### src/rtl/multi_cycle_main_fsm.sv
// Main sequencing FSM of the multi-cycle ARM control unit (Moore outputs decoded from state).
// Define MFSM_MEM_STALL_EN to add the mem_ready handshake on FETCH/MEMREAD/MEMWRITE.
module multi_cycle_main_fsm #(
  parameter int STATE_W = 4
) (
  input  logic               clk,
  input  logic               reset,
  input  logic [1:0]         op,
  input  logic [5:0]         funct,
`ifdef MFSM_MEM_STALL_EN
  input  logic               mem_ready,
`endif
  output logic               irwrite,
  output logic               nextpc,
  output logic               regw,
  output logic               memw,
  output logic               branch,
  output logic               adrsrc,
  output logic               alusrca,
  output logic [1:0]         alusrcb,
  output logic [1:0]         resultsrc,
  output logic               aluop,
  output logic [STATE_W-1:0] state
);

  typedef enum logic [STATE_W-1:0] {
    FETCH    = STATE_W'(0),
    DECODE   = STATE_W'(1),
    MEMADR   = STATE_W'(2),
    MEMREAD  = STATE_W'(3),
    MEMWB    = STATE_W'(4),
    MEMWRITE = STATE_W'(5),
    EXECUTER = STATE_W'(6),
    EXECUTEI = STATE_W'(7),
    ALUWB    = STATE_W'(8),
    BRANCH   = STATE_W'(9),
    UNKNOWN  = STATE_W'(10)
  } state_e;

  state_e state_q, state_d;
  logic   memReady;
  logic   irwriteRaw, nextpcRaw, regwRaw, memwRaw, branchRaw;
  logic   unusedFunct;

`ifdef MFSM_MEM_STALL_EN
  assign memReady = mem_ready;
`else
  assign memReady = 1'b1;
`endif

  assign unusedFunct = ^funct[4:1];

  always_ff @(posedge clk or posedge reset) begin
    if (reset) state_q <= FETCH;
    else       state_q <= state_d;
  end

  // Unused codes 11..2^STATE_W-1 fall into the default and recover to FETCH.
  always_comb begin
    state_d = FETCH;
    case (state_q)
      FETCH:    state_d = memReady ? DECODE : FETCH;
      DECODE: begin
        case (op)
          2'b00:   state_d = funct[5] ? EXECUTEI : EXECUTER;
          2'b01:   state_d = MEMADR;
          2'b10:   state_d = BRANCH;
          default: state_d = UNKNOWN;
        endcase
      end
      MEMADR:   state_d = funct[0] ? MEMREAD : MEMWRITE;
      MEMREAD:  state_d = memReady ? MEMWB : MEMREAD;
      MEMWB:    state_d = FETCH;
      MEMWRITE: state_d = memReady ? FETCH : MEMWRITE;
      EXECUTER: state_d = ALUWB;
      EXECUTEI: state_d = ALUWB;
      ALUWB:    state_d = FETCH;
      BRANCH:   state_d = FETCH;
      default:  state_d = FETCH;
    endcase
  end

  always_comb begin
    irwriteRaw = 1'b0;
    nextpcRaw  = 1'b0;
    regwRaw    = 1'b0;
    memwRaw    = 1'b0;
    branchRaw  = 1'b0;
    adrsrc     = 1'b0;
    alusrca    = 1'b0;
    alusrcb    = 2'b00;
    resultsrc  = 2'b00;
    aluop      = 1'b0;
    case (state_q)
      FETCH: begin
        alusrca    = 1'b1;
        alusrcb    = 2'b10;
        resultsrc  = 2'b10;
        irwriteRaw = memReady;
        nextpcRaw  = memReady;
      end
      DECODE: begin
        alusrca   = 1'b1;
        alusrcb   = 2'b10;
        resultsrc = 2'b10;
      end
      MEMADR:   alusrcb = 2'b01;
      MEMREAD:  adrsrc  = 1'b1;
      MEMWB: begin
        resultsrc = 2'b01;
        regwRaw   = 1'b1;
      end
      MEMWRITE: begin
        adrsrc  = 1'b1;
        memwRaw = memReady;
      end
      EXECUTER: aluop = 1'b1;
      EXECUTEI: begin
        alusrcb = 2'b01;
        aluop   = 1'b1;
      end
      ALUWB:    regwRaw = 1'b1;
      BRANCH: begin
        alusrcb   = 2'b01;
        resultsrc = 2'b10;
        branchRaw = 1'b1;
      end
      default: ;
    endcase
  end

  // Strobes are gated by reset so nothing fires while it is held, even mid-instruction.
  assign irwrite = irwriteRaw & ~reset;
  assign nextpc  = nextpcRaw  & ~reset;
  assign regw    = regwRaw    & ~reset;
  assign memw    = memwRaw    & ~reset;
  assign branch  = branchRaw  & ~reset;
  assign state   = state_q;

endmodule

### config.mk
export PLATFORM = sky130hd
export DESIGN_NAME = multi_cycle_main_fsm
export DESIGN_NICKNAME = d
export VERILOG_FILES = /design/src/rtl/multi_cycle_main_fsm.sv
export SDC_FILE = /design/constraint.sdc
export NUM_CORES = 1
export LEC_CHECK = 0
export ABC_AREA = 0
export CAP_MARGIN = 20
export CORE_AREA = 2 2 39 41
export CTS_CLUSTER_DIAMETER = 50
export DETAILED_ROUTE_END_ITERATION = 10
export DIE_AREA = 0 0 41 43
export DONT_BUFFER_PORTS = 1
export PLACE_DENSITY = 0.41
export SETUP_SLACK_MARGIN = 0.5
export SYNTH_ARGS = -nofsm -noshare
export SYNTH_HDL_FRONTEND = slang
export SYNTH_SLANG_ARGS = --single-unit
### constraint.sdc
create_clock -name clk -period 1.7 [get_ports clk]
set_input_delay 0.255 -clock clk [delete_from_list [all_inputs] [get_ports clk]]
set_output_delay 0.255 -clock clk [all_outputs]
set_load 0.02 [all_outputs]
==> summary.txt <==
STA
  • Setup_tns: 0 ns
  • Final setup vio count: 0
  • Worst-Margin Slew: 0.434 ns
  • RSZ-0062 raised after global routing: true
  • Hold Fails Final Rpt: 0
  • Worst slew margin: 71.1%
  • Final setup margin: 0.0754 ns
  • Final Max Tran Viols: 0
  • Final Cycle Share: 95.6%
  • Fin crit period: 1.62 ns
  • Skew final: 0.00123 ns
  • FMAX: 616 MHz

Pwr
  • Leak: 0.000250 uW
  • Internal power contribution: 744 uW
  • Sequential share of power: 16.1%
  • Clock network power share: 8.1%
  • Switching power total: 722 uW
  • Pwr dens: 2330 nW/um^2
  • Switch share: 49.3%
  • VDD IR-drop max: 0.912 mV
  • Comb pwr share: 75.8%

Run
  • Max-cap violation count: 0

CTS
  • TritonCTS Buffers: 3
  • CTS tree: built
  • Clock root buffer: clkbuf_4
  • # H-tree levels: 1
  • Clk sinks: 4
  • Clk buf depth: 2
  • Clock latency on the worst-skew pair: 0.23 ns
  • Reg clk slew, reported paths: 0.04 ns

Layout
  • Nets: 72
  • Ant. Diodes: 0
  • Commonest non-fill, non-tap cell in the layout: buf_4
  • Sequential Area: 105 um^2
  • Share of post-route cells with drive strength above 1: 70.0%
  • Multi-input gate area: 303 um^2
  • Number of fill cells in the layout: 142
  • Max reg flops: 4
  • Most frequent cells in the layout: buf_4 (12), nor2_4 (5), buf_6 (4), dfrtp_2 (4)
  • Area growth syn-to-layout: 80.3%
  • Post-layout util: 45.5%

Placement
  • Dpl hpwl: 685 um
  • # port buffers: 0
  • DP Worst Slack: 0.215 ns
  • Global placer's final weighted congestion: 0.697

Critical path
  • Setup crit start kind: flop
  • Crit. End Element: output pin
  • Arr. time, crit path: 1.37 ns
  • Critical path class: reg -> out
  • CP required: 1.44 ns
  • Critical-path maximum fanout: 7

GRT
  • Wire length of the first global-routing pass: 1490 um
  • GR Util All Layers: 12.9%
  • Vias in the first global route: 333
  • GRT overflow: 0
  • Largest net degree at the start of global routing: 9
  • Initial antenna violation count: 0

Synth
  • Area of the mapped netlist: 349 um^2
  • Ranking of synthesized cells by area: dfrtp_1 (29%), buf_4 (6.5%), nor2_1 (6.5%)
  • Yosys cell types: 23
  • Cells after Synth: 43
  • Yosys warns: 0
  • Syn Area/Cell: 8.12 um^2
  • Post-synth net total: 53
  • Register area share after synthesis: 28.7%
  • Share of the synthesized area in the top cell type: 28.7%
  • Synth area leader: dfrtp_1
  • #FFs+latches synth: 4

Detailed routing
  • First DRT Iteration DRCs: 3
  • DR vias/cell: 4.82
  • Per-cell routed wire length: 13.2 um
  • Drt drc: 0
  • Via count: 366
  • Antenna-violating nets left: 0
  • Drt first pass iters: 2
  • Routed WL: 1000 um

Die
  • CORE AREA: 1380 um^2
  • Die Y: 43 um
  • Chip width: 41 um
  • Initial Util: 25.2%
  • Top Ports: 26
  • Cell row count: 14
  • Die ar.: 1760 um^2

Run status
  • Status: completed

Worst hold path
  • Class of the worst hold path: in -> reg
## path summary, 6_finish.rpt
| check | start | end | slack (ns) | depth (start not counted) |
|---|---|---|---|---|
| worst max-delay path | state[2] | regw | 0.08 | 2 |
| worst min-delay path | op[1] | state[3] | 0.19 | 2 |
| worst max register to register | state[2] | state[1] | 0.44 | 4 |
| worst min register to register | state[3] | state[3] | 0.49 | 1 |
| max in group asynchronous | reset | state[1] | 1.18 | 2 |
| min in group asynchronous | reset | state[0] | 0.35 | 2 |
## power groups by stage
| stage | combinational [uW] | clock [uW] | sequential (uW) |
|---|---|---|---|
| 2_1_floorplan | 619 | 0 | 252 |
| 6_report | 1110 | 119 | 236 |
| 4_1_cts | 1010 | 127 | 244 |
| 3_5_place_dp | 704 | 0 | 273 |
| 3_3_place_gp | 699 | 0 | 274 |
| 5_1_grt | 1180 | 132 | 246 |
## metal layers
layer,global-route usage [%],up-vias,share of wire [%]
li1,-,183,-
met1,17.2,166,42
met2,17.5,17,50
met3,2.09,0,8.3
met4,10.0,0,0
met5,0,-,0
## metrics by stage
stage	area, um^2	power, uW	std cells	hold WS, ns
floorplan	408	871	43	0.0211
CTS	592	1390	72	0.170
global route	629	1560	76	0.187
global placement	443	972	62	0.0369
detailed placement	443	977	62	0.0423
finish	629	1470	76	0.187
## Yosys cell counts (all sizes together)
cell / number
a21boi: 1
a21oi: 4
a211o: 1
buf: 4
nor4: 1
nor3: 2
nand3: 2
inv: 3
dfrtp: 4
nor2: 9
nand2b: 3
a2111oi: 1
a22o: 1
nand2: 1
o22ai: 1
o21ai: 2
xnor2: 1
or3: 1
or2: 1
## layout make-up
class                      count  share of cell area, %
inverter                       3                   2.19
sequential                     4                   16.7
tap                           16                   3.18
clock buffer                   3                   3.58
multi-input combinational     32                   48.1
timing repair buffer          18                   26.2
## cells by family after synthesis
| kind of cell | after synthesis | synth area share (%) |
|---|---|---|
| compound gates | 11 | 21.9 |
| xor+xnor | 1 | 2.51 |
| buf+inv | 7 | 13.6 |
| flops | 4 | 28.7 |
| simple gates | 20 | 33.3 |
## critical path, cell delays in order (launching register included)
cell and delay, ns:
dfrtp_2 0.50, nand2b_4 0.20, a2111oi_4 0.44
## timing repair
item	4_1_cts	5_1_grt
gates cloned	0	0
endpoints found under the hold margin	4	0
hold buffers	1	0
setup buffers	6	4
endpoints found under the setup margin	13	15
resized for setup	15	2
pin swaps	5	3
No activity file was read; power rests on OpenSTA's default activity.
